`src/rtl/bch_serial_encoder.sv`:
```
// Bit-serial systematic BCH encoder: K info bits pass through, then PAR LFSR parity bits.
// Define BCH_ENC_FRAME_CNT_EN to add the 16-bit frame_cnt output.

// DVB-S2 t=12 generator: product of g1..g12 over GF(2), x^192 term dropped.
function automatic logic [191:0] bch_dvbs2_t12_gpoly();
    logic [11:0][16:0] g;
    logic [192:0]      prod;
    logic [192:0]      acc;
    g[0]  = 17'h1002D;
    g[1]  = 17'h10173;
    g[2]  = 17'h10FBD;
    g[3]  = 17'h15A55;
    g[4]  = 17'h11F2F;
    g[5]  = 17'h1F7B5;
    g[6]  = 17'h1AF65;
    g[7]  = 17'h17367;
    g[8]  = 17'h10EA1;
    g[9]  = 17'h175A7;
    g[10] = 17'h13A2D;
    g[11] = 17'h11AE3;
    prod  = 193'd1;
    for (int i = 0; i < 12; i++) begin
        acc = '0;
        for (int j = 0; j < 17; j++) begin
            if (g[i][j]) acc = acc ^ (prod << j);
        end
        prod = acc;
    end
    return prod[191:0];
endfunction

module bch_serial_encoder #(
    parameter int unsigned    N     = 16200,
    parameter int unsigned    PAR   = 192,
    parameter logic [PAR-1:0] GPOLY = PAR'(bch_dvbs2_t12_gpoly())
) (
    input  logic        CLK,
    input  logic        reset,
    input  logic        R,
    input  logic        R_valid,
    input  logic        sof_in,
    output logic        ready,
    output logic        C1,
    output logic        C1_valid,
    output logic        sof_out,
    output logic        eof_out,
    output logic        abort
`ifdef BCH_ENC_FRAME_CNT_EN
    ,
    output logic [15:0] frame_cnt
`endif
);

    localparam int unsigned    K       = N - PAR;
    localparam int unsigned    ICW     = $clog2(N + 1);
    localparam int unsigned    PCW     = $clog2(PAR + 1);
    localparam logic [ICW-1:0] KLast   = ICW'(K - 1);
    localparam logic [PCW-1:0] ParLast = PCW'(PAR - 1);

    typedef enum logic [1:0] {StIdle, StInfo, StParity} state_e;

    state_e         state;
    logic [PAR-1:0] lfsr;
    logic [PAR-1:0] lfsr_base;
    logic [PAR-1:0] lfsr_step;
    logic [ICW-1:0] info_cnt;
    logic [PCW-1:0] par_cnt;
    logic           xfer;
    logic           fb;

    assign ready = (state != StParity);
    assign xfer  = R_valid & ready;

    // A sof transfer starts the division from an empty remainder.
    always_comb begin
        lfsr_base = sof_in ? '0 : lfsr;
        fb        = R ^ lfsr_base[PAR-1];
        lfsr_step = {lfsr_base[PAR-2:0], 1'b0} ^ (fb ? GPOLY : '0);
    end

    always_ff @(posedge CLK) begin
        if (reset) begin
            state    <= StIdle;
            lfsr     <= '0;
            info_cnt <= '0;
            par_cnt  <= '0;
            C1       <= 1'b0;
            C1_valid <= 1'b0;
            sof_out  <= 1'b0;
            eof_out  <= 1'b0;
            abort    <= 1'b0;
        end else begin
            C1_valid <= 1'b0;
            sof_out  <= 1'b0;
            eof_out  <= 1'b0;
            abort    <= 1'b0;
            unique case (state)
                StIdle: begin
                    if (xfer && sof_in) begin
                        lfsr     <= lfsr_step;
                        C1       <= R;
                        C1_valid <= 1'b1;
                        sof_out  <= 1'b1;
                        info_cnt <= ICW'(1);
                        state    <= StInfo;
                    end
                end
                StInfo: begin
                    if (xfer) begin
                        lfsr     <= lfsr_step;
                        C1       <= R;
                        C1_valid <= 1'b1;
                        if (sof_in) begin
                            // Restart: this bit becomes bit 1 of a new frame.
                            abort    <= 1'b1;
                            sof_out  <= 1'b1;
                            info_cnt <= ICW'(1);
                        end else if (info_cnt == KLast) begin
                            info_cnt <= '0;
                            par_cnt  <= '0;
                            state    <= StParity;
                        end else begin
                            info_cnt <= info_cnt + 1'b1;
                        end
                    end
                end
                StParity: begin
                    C1       <= lfsr[PAR-1];
                    C1_valid <= 1'b1;
                    lfsr     <= {lfsr[PAR-2:0], 1'b0};
                    if (par_cnt == ParLast) begin
                        par_cnt <= '0;
                        eof_out <= 1'b1;
                        state   <= StIdle;
                    end else begin
                        par_cnt <= par_cnt + 1'b1;
                    end
                end
                default: state <= StIdle;
            endcase
        end
    end

`ifdef BCH_ENC_FRAME_CNT_EN
    always_ff @(posedge CLK) begin
        if (reset) begin
            frame_cnt <= '0;
        end else if (state == StParity && par_cnt == ParLast) begin
            frame_cnt <= frame_cnt + 16'd1;
        end
    end
`endif

endmodule

```
`config.mk`:
```
export PLATFORM = sky130hd
export DESIGN_NAME = bch_serial_encoder
export DESIGN_NICKNAME = d
export VERILOG_FILES = /design/src/rtl/bch_serial_encoder.sv
export SDC_FILE = /design/constraint.sdc
export NUM_CORES = 1
export LEC_CHECK = 0
export ABC_CLOCK_PERIOD_IN_PS = 3850
export CORE_MARGIN = 5
export CORE_UTILIZATION = 45
export DETAILED_ROUTE_END_ITERATION = 6
export PLACE_DENSITY = 0.58
export SLEW_MARGIN = 20
export SYNTH_ARGS = -nofsm -noshare
export SYNTH_HDL_FRONTEND = slang
export SYNTH_SLANG_ARGS = --single-unit
```
`constraint.sdc`:
```
create_clock -name CLK -period 3.85 [get_ports CLK]
set_input_delay 0.77 -clock CLK [delete_from_list [all_inputs] [get_ports CLK]]
set_output_delay 0.77 -clock CLK [all_outputs]
set_load 0.05 [all_outputs]
```
==> results of run 1 <==
[layout make-up]
class	count	area [µm²]	share of cell area [%]
timing repair buffer	32	391.6	3.595
sequential	221	4424	40.62
clock inverter	2	10.01	0.09189
tap	280	350.3	3.216
inverter	5	18.77	0.1723
clock buffer	41	785.8	7.213
multi-input combinational	803	4912	45.10
[power breakdown]
| group | leakage, nW | switching, mW | total (mW) | internal, mW |
|---|---|---|---|---|
| clock network | 0.395 | 0.912 | 2.29 | 1.38 |
| registers | 1.80 | 0.0598 | 2.44 | 2.38 |
| logic | 1.37 | 0.285 | 0.447 | 0.162 |
| total | 3.56 | 1.26 | 5.17 | 3.92 |
[metal layers]
metal,up-vias,GRT usage (%),wire length [µm]
met1,4007,21.96,10680
li1,4232,-,-
met2,82,28.66,9287
met4,0,4.184,359
met5,-,0,0
met3,30,2.488,606
[cell families (layout without fill, tap and decap cells)]
family / Yosys count / after routing
compound gates: 397 / 397
buf+inv: 149 / 80
simple gates: 393 / 393
fa+ha+maj: 2 / 2
flops: 221 / 221
xor+xnor: 7 / 7
mux: 4 / 4
[critical path, stage by stage, from the launching register on]
cell                              delay (ns)
sky130_fd_sc_hd__dfxtp_1                0.53
sky130_fd_sc_hd__nor2b_4                0.09
sky130_fd_sc_hd__inv_2                  0.32
sky130_fd_sc_hd__clkdlybuf4s50_1        0.89
[flip-flops by register name, indices dropped and copies added (netlist names)]
register	flops
C1	1
C1_valid	1
abort	1
eof_out	1
info_cnt	14
lfsr	192
par_cnt	8
sof_out	1
state	2
[worst max-delay path by stage]
stage | from | end | slack (ns) | cells past startpoint
5_1_grt | state[0] | ready | 0.66 | 3
3_3_place_gp | sof_in | lfsr[132] | 0.78 | 6
3_5_place_dp | sof_in | lfsr[37] | 0.75 | 6
6_report | state[0] | ready | 0.75 | 3
4_1_cts | state[0] | ready | 0.73 | 3
2_1_floorplan | sof_in | info_cnt[11] | 1.66 | 6
[cells in the mapped netlist (2+ instances only)]
cell	instances	area [µm²]
sky130_fd_sc_hd__xnor2_1	4	35.03
sky130_fd_sc_hd__o31ai_1	6	45.04
sky130_fd_sc_hd__a211oi_1	8	60.06
sky130_fd_sc_hd__and4_1	4	35.03
sky130_fd_sc_hd__nor3_1	13	65.06
sky130_fd_sc_hd__a32oi_1	6	52.55
sky130_fd_sc_hd__o211ai_1	83	623.1
sky130_fd_sc_hd__or3_1	5	31.28
sky130_fd_sc_hd__and2_1	4	25.02
sky130_fd_sc_hd__a211o_1	84	735.7
sky130_fd_sc_hd__xor2_1	3	26.28
sky130_fd_sc_hd__ha_1	2	25.02
sky130_fd_sc_hd__nand3_1	127	635.6
sky130_fd_sc_hd__clkbuf_1	97	364.1
sky130_fd_sc_hd__o21ai_0	7	35.03
sky130_fd_sc_hd__and4bb_2	2	25.02
sky130_fd_sc_hd__nand4b_1	4	35.03
sky130_fd_sc_hd__nor4b_1	2	17.52
sky130_fd_sc_hd__nor2_1	92	345.3
sky130_fd_sc_hd__or4_1	5	37.54
sky130_fd_sc_hd__buf_2	26	130.1
sky130_fd_sc_hd__buf_1	20	75.07
sky130_fd_sc_hd__nor3b_1	3	22.52
sky130_fd_sc_hd__and3_1	3	18.77
sky130_fd_sc_hd__a21oi_1	111	555.5
sky130_fd_sc_hd__nand2_1	116	435.4
sky130_fd_sc_hd__a311oi_1	84	735.7
sky130_fd_sc_hd__nor2b_1	2	12.51
sky130_fd_sc_hd__inv_1	4	15.01
sky130_fd_sc_hd__nand4_1	5	31.28
sky130_fd_sc_hd__dfxtp_1	221	4424
sky130_fd_sc_hd__mux2i_1	3	30.03
==> metrics.yaml, run 1 <==
outcome:
  run_status: "completed"
critical_path:
  worst_ep_required_time_ns: 3.08
  worst_r2r_startpoint: "state[0]"
  critical_path_end_type: "output port"
  r2r_slack_ns: 1.62
  setup.worst_path.start_class: "flop"
  reg2reg_depth: 6
  largest_fanout_on_the_critical_path: 16
  regToRegEndpoint: "lfsr[169]"
  path_class: "reg -> out"
  worst_ep_arrival_time_ns: 2.33
cts:
  ctsLongestPathBuffers: 3
  cts-buffers-inserted: 25
  number_of_hold_buffers_added_after_cts: 0
  cts.root.buffer_cell: "sky130_fd_sc_hd__clkbuf_16"
  clk-insertion-delay-late_ns: 0.51
  htree_num_levels: 1
  number_of_buffers_added_for_setup_after_cts: 0
  cts_tree: "built"
  cts_resized: 0
  cts.reportedPaths.clkPinSlew_ns: 0.06
  tritoncts_num_sinks: 221
cells_and_area:
  layout_utilization_pct: 50.07
  drive_above_1_share_pct: 6.612
  fin_cells: 1384
  design.final.nets: 1095
  fillerInstances: 2067
  layout_common_cells: "221 x sky130_fd_sc_hd__dfxtp_1, 127 x sky130_fd_sc_hd__nand3_1, 116 x sky130_fd_sc_hd__nand2_1, 110 x sky130_fd_sc_hd__a21oi_1, 92 x sky130_fd_sc_hd__nor2_1"
  layout.cells.most_common: "sky130_fd_sc_hd__dfxtp_1"
  synthesis_to_layout_area_growth_pct: 10.20
  cell_area_after_layout_um2: 10890
  num_antenna_cells: 0
global_routing:
  grt_overflow_total: 0
  antenna_found_initial: 0
  first_global_vias: 7858
  grt_first_pass_wirelength_mm: 36.65
  grt_usage_pct: 16.64
  grt_start_max_net_pins: 176
timing:
  timing.fmax_mhz: 322.7
  finalMaxSlewViolations: 0
  setup_repair_after_global_routing_missed_its_margin: "no"
  finalSetupViolations: 0
  final_report_hold_violation_count: 0
  timing.final.ws_setup_ns: 0.7512
  tightest_slew_ns: 1.021
  tightest_slew_margin_relative_to_the_limit_pct: 31.91
  setup_tns_ns: 0
  fin_crit_share_pct: 80.49
  whs_ns: 0.4508
  fin_skew_ns: 0.01832
  layout_min_cycle_time_ns: 3.099
drt:
  num_vias: 8351
  detail_route.wl_per_cell_um: 15.13
  drt-pass1-iter-count: 4
  drtAntennaViolNets: 0
  avgViaCountPerCell: 6.034
  routed_wirelength_mm: 20.94
  drtIter0Drc: 695
  number_of_drc_violations_after_detailed_routing: 0
logic_synthesis:
  postSynth.asyncResetShare_pct: 0
  post_synthesis_instance_total: 1173
  synth-xor-area-share_pct: 0.6203
  ys_seq_area_share_pct: 44.76
  synthFlopType: "sky130_fd_sc_hd__dfxtp_1"
  mappedNetlistNets: 1180
  combinational_family_with_the_most_area_after_synthesis: "compound AO/OA/AOI/OAI gates"
  yosysUniqueCellTypes: 49
  synth_warnings: 0
  synth.mux.area_fraction_pct: 0.4177
  synthAdderAreaFrac_pct: 0.2532
  syn_area_per_cell_um2: 8.427
  synth_compound_area_share_pct: 29.47
  ys_seq_elements: 221
  synth_edf_count: 0
  synth-simple-area-share_pct: 18.42
  syn_area_um2: 9884
min_path:
  min-delay-path-class: "reg -> reg"
  min_path_cells: 2
  worst_hold_endpoint: "lfsr[88]"
  worstHoldStart: "lfsr[88]"
die:
  floorplan.die.height_um: 158.2
  num_rows: 54
  die-width_um: 158.2
  core_um2: 21760
  ios: 11
  initial_core_util_pct: 45.43
  die_area_um2: 25030
placed_design:
  io_buffers: 10
  numPlacedInstances: 1341
  dp.final_hpwl_mm: 10.48
  worst_setup_timing_slack_at_the_placement_stage_ns: 0.7544
  place_area_um2: 10100
  finalWeightedCongestion: 0.7708
job:
  cap_viol_max_count: 0
power_and_ir_drop:
  maximum_vdd_drop_uv: 181.5
  p_leak_nw: 3.564
  power.total_mw: 5.174
  p_per_area_nw_per_um2: 475.0
Power figures use the tool's default switching activity.
==> run 2, diff against run 1 <==
--- a/config.mk
+++ b/config.mk
@@ -5,7 +5,7 @@
 export SDC_FILE = /design/constraint.sdc
 export NUM_CORES = 1
 export LEC_CHECK = 0
-export ABC_CLOCK_PERIOD_IN_PS = 3850
+export ABC_CLOCK_PERIOD_IN_PS = 3000
 export CORE_MARGIN = 5
 export CORE_UTILIZATION = 45
 export DETAILED_ROUTE_END_ITERATION = 6
==> constraint.sdc (replaced) <==
create_clock -name CLK -period 3 [get_ports CLK]
set_input_delay 0.6 -clock CLK [delete_from_list [all_inputs] [get_ports CLK]]
set_output_delay 0.6 -clock CLK [all_outputs]
set_load 0.05 [all_outputs]
==> run 2 against run 1 <==
Compared with the run above:
- non-clock buffer count up 1
- clock skew down 0.0054 ns
- power up 30%
- register-to-register slack worse by 0.73 ns
==> metrics.yaml, run 2 (synthesis gave the netlist of run 1 again) <==
min_path:
  min-delay-path-class: "reg -> reg"  # unchanged
timing:
  fin_crit_share_pct: 87.25
  tightest_slew_ns: 0.8343  # was 1.021 ns
  setup_tns_ns: 0  # unchanged
  setup_repair_after_global_routing_missed_its_margin: "no"  # unchanged
  finalMaxSlewViolations: 0  # unchanged
  tightest_slew_margin_relative_to_the_limit_pct: 44.38  # was 31.91%
  final_report_hold_violation_count: 0  # unchanged
  timing.fmax_mhz: 382.0
  finalSetupViolations: 0  # unchanged
  fin_skew_ns: 0.01295  # was 0.01832 ns
  layout_min_cycle_time_ns: 2.618
critical_path:
  critical_path.max_stage_delay_ns: 0.83  # was 0.89 ns
  r2r_slack_ns: 0.89  # was 1.62 ns
  cp.buffers_inverters: 2  # unchanged
  worst_ep_arrival_time_ns: 2.02  # was 2.33 ns
  critical_path_end_type: "output port"  # unchanged
  cpLargestDelayFamily: "buffers and inverters"  # unchanged
  worstPathCellList: "nor2b_4, inv_2, clkdlybuf4s50_1"  # unchanged
  path_class: "reg -> out"  # unchanged
  crit_path_top_delay_cell: "sky130_fd_sc_hd__clkdlybuf4s50_1"  # unchanged
  setup.worst_path.start_class: "flop"  # unchanged
  largest_fanout_on_the_critical_path: 9  # was 16
  worst_ep_required_time_ns: 2.40  # was 3.08 ns
global_routing:
  grt_start_max_net_pins: 176  # unchanged
  antenna_found_initial: 0  # unchanged
  grt_first_pass_wirelength_mm: 36.89  # was 36.65 mm
  grt_usage_pct: 16.86  # was 16.64%
  grt_overflow_total: 0  # unchanged
  first_global_vias: 7473  # was 7,858
cells_and_area:
  design.final.nets: 1097  # was 1,095
  fillerInstances: 2054  # was 2,067
  layout.cells.most_common: "sky130_fd_sc_hd__dfxtp_1"  # unchanged
  largest_register_ff_count: 192  # unchanged
  registers.top_by_ff_count: "lfsr"  # unchanged
  drive_above_1_share_pct: 6.937  # was 6.612%
  largest_regs: "lfsr x192, info_cnt x14, par_cnt x8"  # unchanged
  layout_common_cells: "221 x sky130_fd_sc_hd__dfxtp_1, 127 x sky130_fd_sc_hd__nand3_1, 116 x sky130_fd_sc_hd__nand2_1, 110 x sky130_fd_sc_hd__a21oi_1, 92 x sky130_fd_sc_hd__nor2_1"  # unchanged
  seq_area_um2: 4424  # unchanged
  num_antenna_cells: 0  # unchanged
  fin_cells: 1390  # was 1,384
  synthesis_to_layout_area_growth_pct: 11.19  # was 10.20%
  multi_input_comb_area_um2: 4912  # unchanged
die:
  floorplan.die.height_um: 158.2  # unchanged
  ios: 11  # unchanged
  die-width_um: 158.2  # unchanged
  die_area_um2: 25030  # unchanged
  core_um2: 21760  # unchanged
  initial_core_util_pct: 45.43  # unchanged
  num_rows: 54  # unchanged
placed_design:
  numPlacedInstances: 1342  # was 1,341
  dp.final_hpwl_mm: 11.00  # was 10.48 mm
  finalWeightedCongestion: 0.7447  # was 0.7708
  io_buffers: 10  # unchanged
cts:
  cts_resized: 0  # unchanged
  cts.reportedPaths.clkPinSlew_ns: 0.06  # about the same
  htree_num_levels: 1  # unchanged
  cts-buffers-inserted: 26  # was 25
  clk-insertion-delay-late_ns: 0.52  # was 0.51 ns
  tritoncts_num_sinks: 221  # unchanged
  cts.root.buffer_cell: "sky130_fd_sc_hd__clkbuf_16"  # unchanged
  number_of_hold_buffers_added_after_cts: 0  # unchanged
  ctsLongestPathBuffers: 3  # unchanged
  cts_tree: "built"  # unchanged
  number_of_buffers_added_for_setup_after_cts: 0  # unchanged
job:
  cap_viol_max_count: 0  # unchanged
drt:
  routed_wirelength_mm: 21.50  # was 20.94 mm
  num_vias: 8261  # was 8,351
  drtIter0Drc: 782  # was 695
  detail_route.wl_per_cell_um: 15.47  # was 15.13 µm
  avgViaCountPerCell: 5.943  # was 6.034
  number_of_drc_violations_after_detailed_routing: 0  # unchanged
  drt-pass1-iter-count: 4  # unchanged
  drtAntennaViolNets: 0  # unchanged
power_and_ir_drop:
  switching_power_mw: 1.660  # was 1.257 mW
  internal-power_mw: 5.090  # was 3.917 mW
  maximum_vdd_drop_uv: 428.5  # was 181.5 µV
  share_clk_of_total_power_pct: 44.9  # was 44.3%
  power_frac_seq_pct: 46.4  # was 47.1%
  power.total_mw: 6.750  # was 5.174 mW
  share_comb_of_total_power_pct: 8.7  # was 8.6%
  p_per_area_nw_per_um2: 614.1  # was 475.0 nW/µm²
  power_switching_share_pct: 24.59  # was 24.29%
  p_leak_nw: 3.608  # was 3.564 nW
outcome:
  run_status: "completed"  # unchanged
run 2: layout make-up:
cell class	instances	area share [%]
multi-input cells	803	44.70
flip-flops and latches	221	40.26
clock buffers	42	7.297
repair buffers	33	4.087
well taps	280	3.188
clock inverters	6	0.3074
inverters	5	0.1708
run 2: path summary, 6_finish.rpt:
kind,end,from,depth (start not counted)
setup / recovery,ready,state[0],3
hold / removal,lfsr[165],lfsr[165],2
setup reg to reg,lfsr[48],state[0],7
hold reg to reg,lfsr[165],lfsr[165],2
run 2: per-stage QoR:
stage | hold slack (ns) | util, % | setup slack, ns | area (µm²)
final | 0.4493 | 50.52 | 0.3824 | 10990
after global routing | 0.4680 | 50.52 | 0.3322 | 10990
after CTS | 0.4536 | 50.52 | 0.3706 | 10990
after detailed placement | 0.4443 | 46.68 | 0.2873 | 10150
after global placement | 0.4397 | 46.68 | 0.3151 | 10150
after floorplan | 0.4321 | - | 0.9769 | 9884
run 2: worst min-delay path, cell delays in order, from the launching register on:
cell and delay (ns):
sky130_fd_sc_hd__dfxtp_1 0.31, sky130_fd_sc_hd__nand2_1 0.05, sky130_fd_sc_hd__a21oi_1 0.05
run 2: power by group through the flow:
stage | Combinational, mW | Sequential (mW) | Clock, mW
after floorplan | 0.452 | 3.18 | 0
after global placement | 0.581 | 3.19 | 0
after detailed placement | 0.590 | 3.19 | 0
after CTS | 0.592 | 3.13 | 3.12
after global routing | 0.658 | 3.14 | 3.25
final | 0.587 | 3.13 | 3.03
run 2: layer usage:
metal  global-route usage, %  vias up  wire [µm]
met3                   2.542       22        596
met5                       0        -          0
li1                        -     4246          -
met4                   3.656        0        332
met1                   24.66     3915      11170
met2                   26.42       78       9401
==> patch 1 (config.mk and constraints of run 2) <==
The option `BCH_ENC_FRAME_CNT_EN` is turned on by a define.
--- a/src/rtl/bch_serial_encoder.sv
+++ b/src/rtl/bch_serial_encoder.sv
@@ -2,6 +2,8 @@
 // Define BCH_ENC_FRAME_CNT_EN to add the 16-bit frame_cnt output.
 
 // DVB-S2 t=12 generator: product of g1..g12 over GF(2), x^192 term dropped.
+`define BCH_ENC_FRAME_CNT_EN
+
 function automatic logic [191:0] bch_dvbs2_t12_gpoly();
     logic [11:0][16:0] g;
     logic [192:0]      prod;
Check against the original RTL (old outputs only; new: frame_cnt): same outputs for any inputs over 4 cycles, from zero or initial values and one cycle with reset high; that may be too few to reach the edited logic, so the function may still have changed.
==> patch 1 against run 2 <==
- register-to-register slack got worse by 0.35 ns
- first-iteration DRC count fell by 45%
- total power rose by 5.0%
- global-route usage fell by 0.30 points
- area after synthesis rose by 0.15%
- worst setup slack got worse by 0.15 ns
- routed wire length fell by 4.1%
- design area rose by 2.0%
- sequential cell count rose by 16
==> patch 1: results (changes against run 2) <==
metric	value	unit	change
largest net degree at the start of global routing	104		-41%
multi-input combinational area share	0.4138		-0.03314
Max IR drop VDD	368.3	µV	-14%
met2 routed WL	8.991	mm	-4.4%
Area contributors post-synth	dfxtp_1 48%, a22o_1 8.6%, a311oi_1 7.4%		
Clock-cell share	0.07855		+0.002498
vias	7850		-5.0%
XOR/XNOR share of the synthesized area	0.009732		+0.003530
drt via density	6.147		+3.4%
clkbuf count	43		+2.4%
DR WL/cell	16.15	µm	+4.4%
fraction of layout cells with a size suffix above 1	0.08124		+0.01187
register area	4745	µm²	+7.2%
invs w/o clock	12		+7
post-synthesis adder-cell area fraction	0.003792		+0.001260
Multi-input comb cells	651		-19%
Largest regs	lfsr (192), frame_cnt (16), info_cnt (14)		
non-clock buffer count	50		+52%
Filler Cells Inserted	1979		-3.7%
first-pass GRT wire length	36.13	mm	-2.1%
GR Util met1	0.2308		-0.01579
Starting DRT DRC Count	428		-45%
routed wl met3	471	µm	-21%
Leak	3.967	nW	+10%
status	finished clean		
post-synthesis compound-gate area fraction	0.3418		+0.04708
GR Layer Usage met3	0.02338		-0.002048
PortBufs	26		+16
met2 GRT Util	0.2737		+0.009485
Mapped Avg Cell Area	9.677	µm²	+15%
Pint	5.448	mW	+7.0%
R2R cell count	5		-2
nets@finish	986		-10%
vias in the first global route	7479		+0.080%
synth-to-layout area growth	13.28	%	
WP data arrival	2.17	ns	+0.15 ns
Synth top cells by count	237 x dfxtp_1, 101 x nor2_1, 97 x a22o_1		
Placed Cells	1230		-8.3%
routed length on met1	10.72	mm	-4.0%
number of synthesized register bits	237		+7.2%
Total GRT Usage	0.1656		-0.002966
Layout non-clock buf frac	0.04909		+0.008221
[patch 1: power by group through the flow]
stage / Clock (mW) / Combinational (mW) / Sequential (mW)
detailed placement: 0 / 0.550 / 3.40
floorplan: 0 / 0.420 / 3.39
CTS: 3.30 / 0.551 / 3.34
global route: 3.42 / 0.611 / 3.35
finish: 3.21 / 0.546 / 3.34
global placement: 0 / 0.542 / 3.40
[patch 1: worst max-delay path: cells and delay by family (launching register included)]
family | cells | cell delay (ns)
flip-flops | 1 | 0.57
buffers and inverters | 2 | 1.00
AND/OR/NAND/NOR | 1 | 0.09
[patch 1: path summary, 6_finish.rpt]
kind         slack (ns)             startpoint                     to
max                0.23  state[0]$_SDFFE_PP0P_                  ready
min                0.45  lfsr[58]$_SDFFE_PP0P_  lfsr[58]$_SDFFE_PP0P_
min reg2reg        0.45  lfsr[58]$_SDFFE_PP0P_  lfsr[58]$_SDFFE_PP0P_
max reg2reg        0.54  state[1]$_SDFFE_PP0P_  lfsr[49]$_SDFFE_PP0P_
==> patch 2 (config.mk and constraints of run 2) <==
Without the edit above. Encoding of `state_e`: now one-hot (3 bits for 3 states).
--- a/src/rtl/bch_serial_encoder.sv
+++ b/src/rtl/bch_serial_encoder.sv
@@ -57,7 +57,7 @@
     localparam logic [ICW-1:0] KLast   = ICW'(K - 1);
     localparam logic [PCW-1:0] ParLast = PCW'(PAR - 1);
 
-    typedef enum logic [1:0] {StIdle, StInfo, StParity} state_e;
+    typedef enum logic [2:0] {StIdle = 3'b001, StInfo = 3'b010, StParity = 3'b100} state_e;
 
     state_e         state;
     logic [PAR-1:0] lfsr;
Behaviour: no difference found for any inputs over 4 cycles, from zero or initial values and one cycle with reset high; so few cycles prove little.
==> patch 2 against run 2 <==
- sequential cell count increased by 1
- area after synthesis increased by 6.7%
- fmax increased by 14%
- synthesized cell count increased by 1.3%
- design area increased by 5.1%
- total power decreased by 0.98%
- register-to-register slack got worse by 0.06 ns
- utilization decreased by 0.85 points
- count of clock-buffer cells in the layout decreased by 3
- sequential power about the same
- sequential share of layout area decreased by 1.8 points
- routed wire length increased by 14%
- worst setup slack improved by 0.32 ns
- critical path type unchanged
- largest cell class unchanged
==> patch 2: results (changes against run 2) <==
metric	value	unit	change
flop2flop setup slack	0.83	ns	-0.06 ns
WHS	0.4644	ns	+0.01504 ns
Distinct cells, synth	57		+16%
vias	8952		+8.4%
maximum fanout along the worst path	19		+10
drt via density	6.304		+6.1%
Sw Ratio	0.2468		+0.0008948
Max Slew Vio Count	0		unchanged
status	finished clean		
CP max stage delay	0.49	ns	-0.34 ns
Clock Skews	0.01089	ns	-0.002057 ns
synthesized instance count	1188		+1.3%
Hold Crit Endpoint	lfsr[156]$_SDFFE_PP0P_		
dpl hpwl	11.66	mm	+6.0%
Placed Cells	1374		+2.4%
initial antenna violation count	0		unchanged
WP data arrival	1.70	ns	-0.32 ns
clock network power share	0.444		-0.005
DR pass1 iterations	6		+2
Logic pwr share	0.089		+0.002
PortBufs	10		unchanged
hold path startpoint	lfsr[156]$_SDFFE_PP0P_		
Slew @ Worst Pin	0.9715	ns	+0.1372 ns
mux share of post-synthesis cell area	0.001899		-0.002279
reg2reg end	lfsr[142]$_SDFFE_PP0P_		
fraction of layout cells with a size suffix above 1	0.08084		+0.01147
post-synthesis sequential area ratio	0.4215		-0.02609
DR WL/cell	17.25	µm	+11%
largest net degree at the start of global routing	180		+2.3%
Max IR drop VDD	337.8	µV	-21%
post-synthesis adder-cell area fraction	0.002373		-0.0001583
first-pass GRT wire length	41.80	mm	+13%
Synth top cells by count	222 x dfxtp_1, 195 x o211ai_1, 113 x a21oi_1, 113 x nand3_1, 95 x clkbuf_1		
Total GRT Usage	0.1781		+0.009529
launch point of the worst reg-to-reg path	state[2]$_SDFFE_PP0P_		
vias in the first global route	8411		+13%
utilization after layout	0.4967		-0.008511
Area contributors post-synth	dfxtp_1 42%, o211ai_1 14%, a211o_1 7.0%		
top cell family by delay on the critical path	flip-flops		
Starting DRT DRC Count	792		+1.3%
Leak	3.634	nW	+0.73%
XOR/XNOR share of the synthesized area	0.007476		+0.001273
Filler Cells Inserted	2224		+8.3%
post-synthesis compound-gate area fraction	0.3604		+0.06571
post-place setup slack	0.3963	ns	+0.1090 ns
nets@finish	1090		-0.64%
routability cong.	0.7535		+1.2%
Post-Place Cell Area	10740	µm²	+5.8%
slowest stage cell, crit path	dfxtp_1		
Clock group	2.97	mW	-2%
[patch 2: kinds of logic (layout without fill, tap and decap cells)]
| kind of cell | count (synthesis) | count (layout) |
|---|---|---|
| buffers and inverters | 180 | 93 |
| multiplexers | 2 | 2 |
| flip-flops | 222 | 222 |
| XOR/XNOR | 9 | 9 |
| adder cells (fa/ha/maj) | 2 | 2 |
| AO/OA/AOI/OAI | 515 | 515 |
| AND/OR/NAND/NOR | 258 | 258 |
[patch 2: worst reg2reg max path: cells and delay by family (launching register included)]
kind | cells | cell delay (ns)
flops | 1 | 0.49
simple gates | 2 | 0.54
compound gates | 2 | 0.37
buf+inv | 3 | 0.67
[patch 2: worst max path at each step]
stage	cells past startpoint	to	slack [ns]	startpoint
2_1_floorplan	5	ready	0.94	state[2]$_SDFFE_PP0P_
3_3_place_gp	5	info_cnt[10]$_SDFFE_PP0P_	0.45	sof_in
3_5_place_dp	7	lfsr[171]$_SDFFE_PP0P_	0.40	sof_in
4_1_cts	3	ready	0.67	state[2]$_SDFFE_PP0P_
5_1_grt	3	ready	0.57	state[2]$_SDFFE_PP0P_
6_report	3	ready	0.70	state[2]$_SDFFE_PP0P_
[patch 2: layout make-up]
class | count | share of cell area
Multi-Input combinational cell | 786 | 0.4638
Clock inverter | 7 | 0.003465
Sequential cell | 222 | 0.3847
Timing Repair Buffer | 40 | 0.04429
Inverter | 7 | 0.002491
Clock buffer | 39 | 0.06671
Tap cell | 319 | 0.03455
[patch 2: per-layer routing]
layer | wire length, µm | vias up | part of all wire | track usage
met5 | 0 | - | 0 | 0
met3 | 672 | 28 | 0.027 | 0.02321
li1 | - | 4484 | - | -
met2 | 10950 | 99 | 0.45 | 0.2926
met4 | 389 | 0 | 0.016 | 0.03698
met1 | 12470 | 4341 | 0.51 | 0.2526
